--- src/rtl/cache_refill_wb_bridge.sv ---
// cache_refill_wb_bridge
// Serves the cache controller's line-refill port. Each refill request becomes one
// Wishbone B3 incrementing read burst. The whole line is buffered and then returned
// to the cache as LINE_WORDS back-to-back ack/data beats. Bus errors restart the
// burst up to MAX_RETRY times. After that an all-zero line is returned with
// err_mem2cc on beat 0.
//
// Optional build macro: REFILL_TIMEOUT_EN. A missing wb_ack_i for TIMEOUT_CYCLES
// cycles is then handled exactly like wb_err_i.
//
// Ports:
//   clk, rst                 clock, synchronous active-high reset
//   req_cc2mem, adr_cc2mem   refill request (level) and miss address from the cache
//   ack_mem2cc, dat_mem2cc   delivery beat valid and refill word to the cache
//   err_mem2cc               line-invalid pulse, coincident with delivery beat 0
//   wb_cyc_o .. wb_bte_o     Wishbone B3 master outputs (read-only, linear bursts)
//   wb_dat_i, wb_ack_i,
//   wb_err_i                 Wishbone B3 master inputs
module cache_refill_wb_bridge #(
    parameter int unsigned ADR_WIDTH      = 32,
    parameter int unsigned DATA_WIDTH     = 32,
    parameter int unsigned LINE_WORDS     = 4,
    parameter int unsigned MAX_RETRY      = 2,
    parameter int unsigned TIMEOUT_CYCLES = 64
) (
    input  logic                    clk,
    input  logic                    rst,
    input  logic                    req_cc2mem,
    input  logic [ADR_WIDTH-1:0]    adr_cc2mem,
    output logic                    ack_mem2cc,
    output logic [DATA_WIDTH-1:0]   dat_mem2cc,
    output logic                    err_mem2cc,
    output logic                    wb_cyc_o,
    output logic                    wb_stb_o,
    output logic                    wb_we_o,
    output logic [ADR_WIDTH-1:0]    wb_adr_o,
    output logic [DATA_WIDTH/8-1:0] wb_sel_o,
    output logic [2:0]              wb_cti_o,
    output logic [1:0]              wb_bte_o,
    input  logic [DATA_WIDTH-1:0]   wb_dat_i,
    input  logic                    wb_ack_i,
    input  logic                    wb_err_i
);

    localparam int unsigned BEAT_W  = $clog2(LINE_WORDS);
    localparam int unsigned OFF_W   = BEAT_W + 2;
    localparam int unsigned BASE_W  = ADR_WIDTH - OFF_W;
    localparam int unsigned SEL_W   = DATA_WIDTH / 8;
    localparam int unsigned RETRY_W = (MAX_RETRY > 0) ? $clog2(MAX_RETRY + 1) : 1;

    localparam logic [BEAT_W-1:0] LAST_BEAT = BEAT_W'(LINE_WORDS - 1);
    localparam logic [2:0]        CTI_INCR  = 3'b010;
    localparam logic [2:0]        CTI_END   = 3'b111;

    typedef enum logic [1:0] {
        IDLE     = 2'd0,
        BUS      = 2'd1,
        DELIVER  = 2'd2,
        WAIT_REL = 2'd3
    } state_t;

    state_t              state_q, state_n;
    logic [BASE_W-1:0]   base_q, base_n;
    logic [BEAT_W-1:0]   beat_q, beat_n;
    logic [RETRY_W-1:0]  retry_q, retry_n;
    logic                gap_q, gap_n;
    logic                abandon_q, abandon_n;
    logic                cyc_n;
    logic                ack_n, err_n;
    logic [DATA_WIDTH-1:0] dat_n;
    logic [ADR_WIDTH-1:0]  adr_n;
    logic [2:0]          cti_n;
    logic                buf_we_c, buf_clr_c;
    logic                bus_err_c;

    logic [DATA_WIDTH-1:0] line_buf [LINE_WORDS];

    // Read-only bridge, linear bursts only
    assign wb_we_o  = 1'b0;
    assign wb_bte_o = 2'b00;

`ifdef REFILL_TIMEOUT_EN
    localparam int unsigned TMO_W = $clog2(TIMEOUT_CYCLES + 1);

    logic [TMO_W-1:0] tmo_q, tmo_n;
    logic             unused_ok;

    // Per-beat wait counter; idle (cleared) whenever cyc is low or a beat is acked
    always_comb begin
        tmo_n = '0;
        if (state_q == BUS && wb_cyc_o && !wb_ack_i) begin
            tmo_n = tmo_q + TMO_W'(1);
        end
    end

    always_ff @(posedge clk) begin
        if (rst) begin
            tmo_q <= '0;
        end else begin
            tmo_q <= tmo_n;
        end
    end

    assign bus_err_c = wb_err_i || (!wb_ack_i && (tmo_q == TMO_W'(TIMEOUT_CYCLES - 1)));
    assign unused_ok = &{1'b0, adr_cc2mem[OFF_W-1:0]};
`else
    logic unused_ok;

    assign bus_err_c = wb_err_i;
    assign unused_ok = &{1'b0, adr_cc2mem[OFF_W-1:0], (TIMEOUT_CYCLES != 32'd0)};
`endif

    // Line buffer: filled beat by beat from the bus, zeroed when the line is given up
    always_ff @(posedge clk) begin
        if (buf_clr_c) begin
            for (int i = 0; i < int'(LINE_WORDS); i++) begin
                line_buf[i] <= '0;
            end
        end else if (buf_we_c) begin
            line_buf[beat_q] <= wb_dat_i;
        end
    end

    // State and output registers
    always_ff @(posedge clk) begin
        if (rst) begin
            state_q    <= IDLE;
            base_q     <= '0;
            beat_q     <= '0;
            retry_q    <= '0;
            gap_q      <= 1'b0;
            abandon_q  <= 1'b0;
            wb_cyc_o   <= 1'b0;
            wb_stb_o   <= 1'b0;
            wb_adr_o   <= '0;
            wb_sel_o   <= '0;
            wb_cti_o   <= 3'b000;
            ack_mem2cc <= 1'b0;
            dat_mem2cc <= '0;
            err_mem2cc <= 1'b0;
        end else begin
            state_q    <= state_n;
            base_q     <= base_n;
            beat_q     <= beat_n;
            retry_q    <= retry_n;
            gap_q      <= gap_n;
            abandon_q  <= abandon_n;
            wb_cyc_o   <= cyc_n;
            wb_stb_o   <= cyc_n;
            wb_adr_o   <= adr_n;
            wb_sel_o   <= {SEL_W{cyc_n}};
            wb_cti_o   <= cti_n;
            ack_mem2cc <= ack_n;
            dat_mem2cc <= dat_n;
            err_mem2cc <= err_n;
        end
    end

    // Next-state and next-output logic
    always_comb begin
        state_n   = state_q;
        base_n    = base_q;
        beat_n    = beat_q;
        retry_n   = retry_q;
        gap_n     = 1'b0;
        abandon_n = abandon_q;
        cyc_n     = wb_cyc_o;
        ack_n     = 1'b0;
        err_n     = 1'b0;
        dat_n     = '0;
        buf_we_c  = 1'b0;
        buf_clr_c = 1'b0;

        unique case (state_q)
            IDLE: begin
                retry_n   = '0;
                abandon_n = 1'b0;
                if (req_cc2mem) begin
                    base_n  = adr_cc2mem[ADR_WIDTH-1:OFF_W];
                    beat_n  = '0;
                    cyc_n   = 1'b1;
                    state_n = BUS;
                end
            end

            BUS: begin
                // A released request still finishes the burst but skips delivery
                if (!req_cc2mem) begin
                    abandon_n = 1'b1;
                end
                if (gap_q) begin
                    // One idle bus cycle after an error, then refetch from beat 0
                    beat_n = '0;
                    cyc_n  = 1'b1;
                end else if (bus_err_c) begin
                    cyc_n  = 1'b0;
                    beat_n = '0;
                    if (retry_q < RETRY_W'(MAX_RETRY)) begin
                        retry_n = retry_q + RETRY_W'(1);
                        gap_n   = 1'b1;
                    end else begin
                        buf_clr_c = 1'b1;
                        if (abandon_n) begin
                            state_n = IDLE;
                        end else begin
                            state_n = DELIVER;
                            ack_n   = 1'b1;
                            err_n   = 1'b1;
                        end
                    end
                end else if (wb_ack_i) begin
                    buf_we_c = 1'b1;
                    if (beat_q == LAST_BEAT) begin
                        cyc_n  = 1'b0;
                        beat_n = '0;
                        if (abandon_n) begin
                            state_n = IDLE;
                        end else begin
                            // Beat 0 was stored earlier, so delivery starts on this edge
                            state_n = DELIVER;
                            ack_n   = 1'b1;
                            dat_n   = line_buf[0];
                        end
                    end else begin
                        beat_n = beat_q + BEAT_W'(1);
                    end
                end
            end

            DELIVER: begin
                // beat_q is the index already on dat_mem2cc
                if (beat_q == LAST_BEAT) begin
                    beat_n  = '0;
                    state_n = WAIT_REL;
                end else begin
                    beat_n = beat_q + BEAT_W'(1);
                    ack_n  = 1'b1;
                    dat_n  = line_buf[beat_n];
                end
            end

            WAIT_REL: begin
                if (!req_cc2mem) begin
                    state_n = IDLE;
                end
            end

            default: begin
                state_n = IDLE;
            end
        endcase

        adr_n = cyc_n ? {base_n, beat_n, 2'b00} : '0;
        cti_n = !cyc_n ? 3'b000 : ((beat_n == LAST_BEAT) ? CTI_END : CTI_INCR);
    end

endmodule

--- config.mk ---
export PLATFORM = sky130hd
export DESIGN_NAME = cache_refill_wb_bridge
export DESIGN_NICKNAME = d
export VERILOG_FILES = /design/src/rtl/cache_refill_wb_bridge.sv
export SDC_FILE = /design/constraint.sdc
export NUM_CORES = 1
export LEC_CHECK = 0
export ABC_AREA = 1
export CAP_MARGIN = 30
export CORE_ASPECT_RATIO = 1.2
export CORE_MARGIN = 2
export CORE_UTILIZATION = 45
export CTS_CLUSTER_DIAMETER = 150
export DETAILED_ROUTE_END_ITERATION = 10
export PLACE_DENSITY_LB_ADDON = 0.12
export SYNTH_ARGS = -nofsm -noshare
export SYNTH_HDL_FRONTEND = slang
export SYNTH_SLANG_ARGS = --single-unit
--- constraint.sdc ---
create_clock -name clk -period 11.98 [get_ports clk]
set_clock_uncertainty 0.05 [all_clocks]
set_input_delay 2.396 -clock clk [delete_from_list [all_inputs] [get_ports clk]]
set_output_delay 2.396 -clock clk [all_outputs]
set_load 0.01 [all_outputs]
==> results of run 1 <==
## area by class of cell
type,count,area (um2)
clock buffers,35,724
clock inverters,6,25.0
fillers,1835,8750
inverters,57,214
multi-input cells,599,2810
flip-flops and latches,231,5910
well taps,265,332
repair buffers,150,1490
## layer usage
layer	share of wire	routed length [um]
met1	0.41	8530
met2	0.50	10500
met3	0.072	1500
met4	0.020	415
met5	0	0
## worst reg2reg max path: stages, from the launching register on
cell and delay [ns]:
dfxtp_1 0.35, inv_1 0.10, ha_1 0.34, nand2_4 0.12, nor2_8 0.52, nand2_4 0.51
nor2_8 0.29, nand2_4 0.30, nand2_1 0.77, buf_4 0.44
## sequential cells by signal, indices dropped and copies added, names as in the netlist, named ones only
name        count
abandon_q       1
retry_q         2
wb_adr_o       30
state_q         1
ack_mem2cc      1
gap_q           1
dat_mem2cc     32
beat_q          2
wb_sel_o        1
base_q         28
err_mem2cc      1
line_buf      128
wb_cti_o        2
## where the power goes
group	leakage [nW]	internal [mW]	total [mW]	switching (mW)
clock	0.369	0.416	0.706	0.290
combinational	2.06	0.184	0.512	0.328
sequential	1.92	0.915	0.939	0.0243
total	4.34	1.51	2.16	0.642
## placed cells by master (no fill, tap or decap), types with 3 or more instances in the layout
master           instances
conb_1                   5
edfxtp_1               128
nand3_1                 41
inv_1                   56
a21oi_1                 36
clkdlybuf4s50_1        137
mux2i_1                 27
o21ai_0                 89
o21ai_1                 11
ha_1                     6
clkinv_1                 4
nor2_1                 290
nor3_1                   3
clkbuf_1                 5
dfxtp_1                102
buf_4                   11
clkbuf_8                 4
clkbuf_16               26
nand2_4                  4
nand2_1                 76
## metrics by stage
stage | instances | power (mW) | setup WS [ns] | utilization
after floorplan | 954 | 1.31 | 6.34 | -
after global placement | 1300 | 1.46 | 5.71 | 0.529
after detailed placement | 1302 | 1.47 | 5.73 | 0.531
after CTS | 1343 | 2.18 | 6.24 | 0.568
after global routing | 1343 | 2.27 | 6.08 | 0.568
final | 1343 | 2.16 | 6.28 | 0.568
## worst max path at each step
stage                  start             end  slack (ns)  cells after the start
CTS                 wb_err_i  line_buf[0][2]        6.24                      7
global route        wb_err_i  line_buf[0][4]        6.08                      7
finish              wb_err_i  line_buf[0][4]        6.28                      7
global placement    wb_err_i  line_buf[0][2]        5.71                      7
floorplan           wb_err_i  line_buf[3][0]        6.34                      4
detailed placement  wb_err_i  line_buf[0][2]        5.73                      7
## cells by family after synthesis
| logic type | after synthesis | synth area share |
|---|---|---|
| compound gates | 137 | 0.0739 |
| fa+ha+maj | 7 | 0.00940 |
| buf+inv | 124 | 0.0676 |
| flops | 231 | 0.634 |
| mux | 27 | 0.0290 |
| other cells | 1 | 0.000403 |
| simple gates | 423 | 0.186 |
==> reports/metrics.yaml, run 1 <==
cts_setup_buffers: 0
worstHoldStart: "base_q[12]"
fin_nets: 1138
drc: 0
leakagePower_nw: 4.34
cap_violations: 0
synth-edff-count: 128
dieHeight_um: 162
drive_gt1_frac: 0.0557
end_kind: "register"
die_w_um: 135
hold_end: "base_q[12]"
setup_viol: 0
grt_pass1_wl_um: 33700
yosysMostFrequentCell: "nor2_1"
grtUsageMet2: 0.347
met1_usage: 0.233
grt_use_total: 0.194
overflow: 0
synthFlopType: "edfxtp_1"
cts_tree: "yes"
cp.required_ns: 12.10
drt_iter0_markers: 461
core_um2: 20300
crit_buf_inv: 2
insertion_delay_ns: 0.50
cts-root-buf: "clkbuf_16"
grt_util_met3: 0.0465
yosysSeqAreaShare: 0.634
grt_pass1_vias: 6708
place_hpwl_um: 12400
setup_tns_ns: 0
synth_top_area_frac: 0.413
rows: 57
clkTransAtPathRegs_ns: 0.06
via_count: 6714
cts_hold_buffers: 0
async_flop_share: 0
routed_wl_um: 21000
grt_most_used_layer: "met2"
crit_chain: "clkdlybuf4s50_1 > nor2_8 > nand2_4 > nor2_8 > nand2_4 > nand2_1 > buf_4"
cts_buffers: 23
powerDensity_nw_per_um2: 188
ioPinCount: 147
r2r_slack_ns: 7.85
drtAntennaViolNets: 0
cpMaxStageDelayCell: "nand2_1"
outcome: "finished clean"
ys_types: 27
r2r-end: "line_buf[0][4]"
grt_max_degree: 72
critical_path_class: "in -> reg"
first_pass_iters: 5
hold_class: "reg -> reg"
relSlewSlack: 0.419
critPathTopFamily: "simple AND/OR/NAND/NOR gates"
insertedDiodeCount: 0
vdd.ir_drop.worst_mv: 0.124
fmax_ghz: 0.176
ys_warn_count: 0
hold_ws_ns: 0.437
critPathMaxFanout: 36
worst_ep_arrival_time_ns: 5.82
cts.sinks: 231
wire_per_inst_um: 15.6
syn_inst: 950
fin_crit_ns: 5.70
vias_per_cell: 5.00
fin_area_um2: 11500
hold_violations: 0
post_cts_resized: 0
post_synth.cell_area_avg_um2: 9.80
tightest_slew_ns: 0.870
synth_commonest_cells: "nor2_1 (290), edfxtp_1 (128), dfxtp_1 (103)"
rsz0062_at_grt: "false"
portBuffers: 137
dpl_cell_area_um2: 10800
max_stage_delay_ns: 0.76
clk_path_buf_depth: 3
synthesis.area_um2: 9310
gp_congestion: 0.763
ff2ff_path_depth: 9
period_share: 0.476
critical_path.startpoint_type: "input pin"
synthTopCellsByArea: "edfxtp_1 (41%), dfxtp_1 (22%), nor2_1 (12%), o21ai_0 (4.8%), nand2_1 (3.1%)"
antenna_found_initial: 0
start_util: 0.460
h-tree-depth: 1
post-synth-top-area-cell: "edfxtp_1"
synthToLayoutAreaGrowth_pct: 23.5
finalMaxSlewViolations: 0
dieArea_um2: 21900
whs_path_depth: 2
ys_ff_latch: 231
Power figures use the tool's default switching activity.
==> inputs of run 2 (changes only) <==
- clock period: 11.98 -> 4.65 ns (I/O delays scaled with it)
==> run 2 against run 1 <==
Critical path type unchanged; largest power group unchanged; utilization about the same; routed wire length grew 1.2%; total power rose to 2.5 times the previous value; die area did not move; count of clock-buffer cells in the layout rose by 1; critical path depth fell by 1; setup slack got worse by 4.8 ns; highest routed layer unchanged; sequential power grew to 2.6 times the previous value; global-route usage grew 0.18 points; clock power grew 150%.
==> reports/metrics.yaml, run 2 (same netlist as run 1, synthesis figures left out) <==
layout_commonest_cell: "nor2_1"
core_um2: 20300
leakagePower_nw: 4.34
antenna_found_initial: 0
tightest_slew_ns: 0.680
place_hpwl_um: 12300
relSlewSlack: 0.547
swShare: 0.303
outcome: "finished clean"
grt_pass1_wl_um: 33900
clk_path_buf_depth: 3
period_share: 0.680
synthToLayoutAreaGrowth_pct: 23.5
fmax_ghz: 0.316
vdd.ir_drop.worst_mv: 0.387
vias_per_cell: 4.99
worst_ep_arrival_time_ns: 3.32
seqPwrFrac: 0.444
finalMaxSlewViolations: 0
first_pass_iters: 5
critPathMaxFanout: 36
combPwrFrac: 0.236
multi_input_area_um2: 2810
fin_nets: 1144
setup_tns_ns: 0
cpMostUsedCell: "nand2_4"
crit_buf_inv: 2
insertedDiodeCount: 0
dieArea_um2: 21900
rsz0062_at_grt: "false"
insertion_delay_ns: 0.51
hold_class: "reg -> reg"
wire_per_inst_um: 15.7
rows: 57
layout_common_cells: "nor2_1 (290), clkdlybuf4s50_1 (137), edfxtp_1 (128)"
gp_congestion: 0.789
grt_max_degree: 66
h-tree-depth: 1
hold_violations: 0
dieHeight_um: 162
grt_use_total: 0.196
cpMaxStageDelayCell: "clkdlybuf4s50_1"
drive_gt1_frac: 0.0589
regMostFlops: "line_buf"
dpl_cell_area_um2: 10800
ioPinCount: 147
start_util: 0.460
cp.required_ns: 4.81
post_cts_resized: 0
drc: 0
overflow: 0
seq_area_um2: 5910
max_stage_delay_ns: 0.63
powerDensity_nw_per_um2: 478
switchingPower_mw: 1.67
cts-root-buf: "clkbuf_16"
drt_iter0_markers: 347
fillers: 1820
critical_path_class: "in -> reg"
clockPowerShare: 0.319
via_count: 6741
crit_chain: "clkdlybuf4s50_1 > nand2_4 > nor2_8 > nand2_4 > nand2_1 > buf_4"
fin_area_um2: 11500
cts.sinks: 231
clkTransAtPathRegs_ns: 0.06
die_w_um: 135
critical_path.startpoint_type: "input pin"
cap_violations: 0
setup_viol: 0
end_kind: "register"
grt_pass1_vias: 6708
cts_tree: "yes"
routed_wl_um: 21200
cts_setup_buffers: 0
largest_reg_flops: 128
fin_crit_ns: 3.16
top_regs: "line_buf: 128 flops, dat_mem2cc: 32 flops, wb_adr_o: 30 flops"
drtAntennaViolNets: 0
cts_hold_buffers: 0
portBuffers: 137
cts_buffers: 24
internal_power_mw: 3.83
critPathTopFamily: "simple AND/OR/NAND/NOR gates"
-- run 2: cell types whose count changed in the layout (fill, tap and decap cells not counted) --
cell,before,now
clkbuf_16,26,25
buf_4,11,16
clkbuf_1,5,10
clkinvlp_2,0,1
clkinv_2,2,4
clkinv_1,4,3
clkbuf_8,4,1
-- run 2: worst min-delay path: cells and delay by family, from the launching register on --
family	cells	cell delay (ns)
flops	1	0.30
mux	1	0.07
simple gates	1	0.08
-- run 2: per-stage QoR --
stage	power, mW	hold slack (ns)	instances	setup slack (ns)	util
floorplan	3.37	0.383	954	0.473	-
global placement	3.77	0.423	1307	0.947	0.533
detailed placement	3.79	0.419	1307	0.939	0.533
CTS	5.55	0.437	1351	1.47	0.568
global route	5.80	0.462	1351	1.37	0.568
finish	5.50	0.437	1351	1.49	0.568
-- run 2: power by group through the flow --
stage | Clock [mW] | Combinational [mW] | Sequential [mW]
after global placement | 0 | 1.29 | 2.48
after detailed placement | 0 | 1.31 | 2.48
after floorplan | 0 | 0.887 | 2.48
after global routing | 1.88 | 1.46 | 2.46
after CTS | 1.79 | 1.32 | 2.44
final | 1.76 | 1.30 | 2.44
-- run 2: path summary, 6_finish.rpt --
path | from | end | slack, ns | cells after the start
min reg2reg | base_q[11] | base_q[11] | 0.44 | 2
min | base_q[11] | base_q[11] | 0.44 | 2
max | wb_ack_i | line_buf[0][6] | 1.49 | 6
max reg2reg | state_q[0] | line_buf[0][6] | 1.58 | 8
-- run 2: cell type report --
cell class	instances	area share
sequential	231	0.513
multi-input combinational	599	0.244
tap	265	0.0288
inverter	57	0.0186
timing repair buffer	155	0.133
clock buffer	36	0.0588
clock inverter	8	0.00315
-- run 2: layer usage --
layer,up-vias,global-route usage,part of all wire,wire (um)
met3,38,0.0499,0.079,1670
met1,3152,0.235,0.41,8630
li1,3333,-,-,-
met4,0,0.0639,0.021,452
met5,-,0,0,0
met2,218,0.345,0.49,10500
==> inputs of run 3 (changes only) <==
- clock period: 4.65 -> 2.6 ns (I/O delays scaled with it)
==> run 3 against run 2 <==
Cell area is 1.3% higher; largest power group unchanged; combinational power is 91% higher; non-clock buffer count is 13 higher; first-iteration DRC count is 1.2% higher; sequential cell count did not move; routed wire length is 0.52% higher; utilization grew 0.72 points; sequential power grew 77%.
==> reports/metrics.yaml, run 3 (same netlist as run 1, synthesis figures left out) <==
antenna_found_initial: 0
fin_ws_ns: 0.416
routed_wl_um: 21300
whs_path_depth: 1
critical_path.startpoint: "state_q[0]"
vias_per_cell: 4.98
end_kind: "register"
cap_violations: 0
portBuffers: 137
hold_end: "gap_q"
cts_tree: "yes"
r2r_start: "state_q[0]"
wire_per_inst_um: 15.7
cp.required_ns: 2.75
clk_path_buf_depth: 3
leakagePower_nw: 4.41
dpl_cell_area_um2: 11000
max_stage_delay_ns: 0.42
post_cts_resized: 0
dp_slack_ns: 0.180
tightest_slew_ns: 0.583
drt_iter0_markers: 351
setup_viol: 0
insertedDiodeCount: 0
worstHoldStart: "retry_q[1]"
setup_tns_ns: 0
outcome: "finished clean"
ff2ff_path_depth: 6
rsz0062_at_grt: "false"
finalMaxSlewViolations: 0
via_count: 6777
first_pass_iters: 5
critical_path.startpoint_type: "register"
fillers: 1858
cpMaxStageDelayCell: "dfxtp_1"
grt_pass1_vias: 6816
relSlewSlack: 0.611
drtAntennaViolNets: 0
cts_setup_buffers: 0
gp_congestion: 0.751
h-tree-depth: 1
r2r_slack_ns: 0.42
critPathMaxFanout: 9
regMostFlops: "line_buf"
cts_buffers: 23
hold_ws_ns: 0.435
die_w_um: 135
grt_pass1_wl_um: 34200
dieHeight_um: 162
r2r-end: "line_buf[3][24]"
cts-root-buf: "clkbuf_16"
place_hpwl_um: 12900
layout_common_cells: "nor2_1 (290), clkdlybuf4s50_1 (137), edfxtp_1 (128)"
synthToLayoutAreaGrowth_pct: 25.1
powerDensity_nw_per_um2: 846
largest_reg_flops: 128
rows: 57
hold_class: "reg -> reg"
drive_gt1_frac: 0.0666
fin_area_um2: 11600
cts.sinks: 231
clkTransAtPathRegs_ns: 0.06
core_um2: 20300
start_util: 0.460
power.total_mw: 9.86
ioPinCount: 147
crit_chain: "ha_1 > nand2_4 > nor2_1 > inv_1 > a211oi_4 > buf_4"
layout_commonest_cell: "nor2_1"
grt_use_total: 0.199
vdd.ir_drop.worst_mv: 0.572
top_regs: "line_buf: 128 flops, dat_mem2cc: 32 flops, wb_adr_o: 30 flops"
hold_violations: 0
insertion_delay_ns: 0.50
dieArea_um2: 21900
fmax_ghz: 0.458
critical_path_class: "reg -> reg"
overflow: 0
cts_hold_buffers: 0
fin_nets: 1156
worst_ep_arrival_time_ns: 2.33
grt_max_degree: 39
fin_crit_ns: 2.18
drc: 0
period_share: 0.840
==> run 3: per-layer routing <==
| layer | global-route usage | part of all wire | vias up |
|---|---|---|---|
| li1 | - | - | 3352 |
| met1 | 0.234 | 0.40 | 3159 |
| met2 | 0.353 | 0.49 | 220 |
| met3 | 0.0552 | 0.089 | 46 |
| met4 | 0.0601 | 0.023 | 0 |
| met5 | 0 | 0 | - |
==> run 3: final cells by class <==
cell class,count,area (um2),area share
sequential,231,5910,0.507
multi-input combinational,599,2810,0.241
timing repair buffer,168,1720,0.147
clock buffer,35,621,0.0533
tap,265,332,0.0285
inverter,57,214,0.0184
clock inverter,6,52.6,0.00451
==> run 3: power by group <==
group,switching [mW],internal [mW]
Clock,1.31,1.74
Sequential,0.118,4.21
Combinational,1.54,0.936
==> run 3: per-stage QoR <==
step,instances,utilization
after floorplan,954,-
after global placement,1320,0.542
after detailed placement,1320,0.542
after CTS,1361,0.575
after global routing,1361,0.575
final,1361,0.575
==> run 3: critical path, delay by kind of cell (launching register included) <==
kind | cells | cell delay [ns]
flip-flops | 1 | 0.42
buffers and inverters | 2 | 0.40
adder cells (fa/ha/maj) | 1 | 0.38
AO/OA/AOI/OAI | 1 | 0.35
AND/OR/NAND/NOR | 2 | 0.29
==> run 3: how the worst max path moves through the flow <==
stage	slack, ns	to	cells past startpoint
floorplan	0.04	line_buf[2][0]	9
global placement	0.20	line_buf[0][19]	8
finish	0.42	line_buf[3][24]	6
global route	0.26	line_buf[2][27]	9
detailed placement	0.18	line_buf[0][26]	8
CTS	0.39	line_buf[3][28]	6
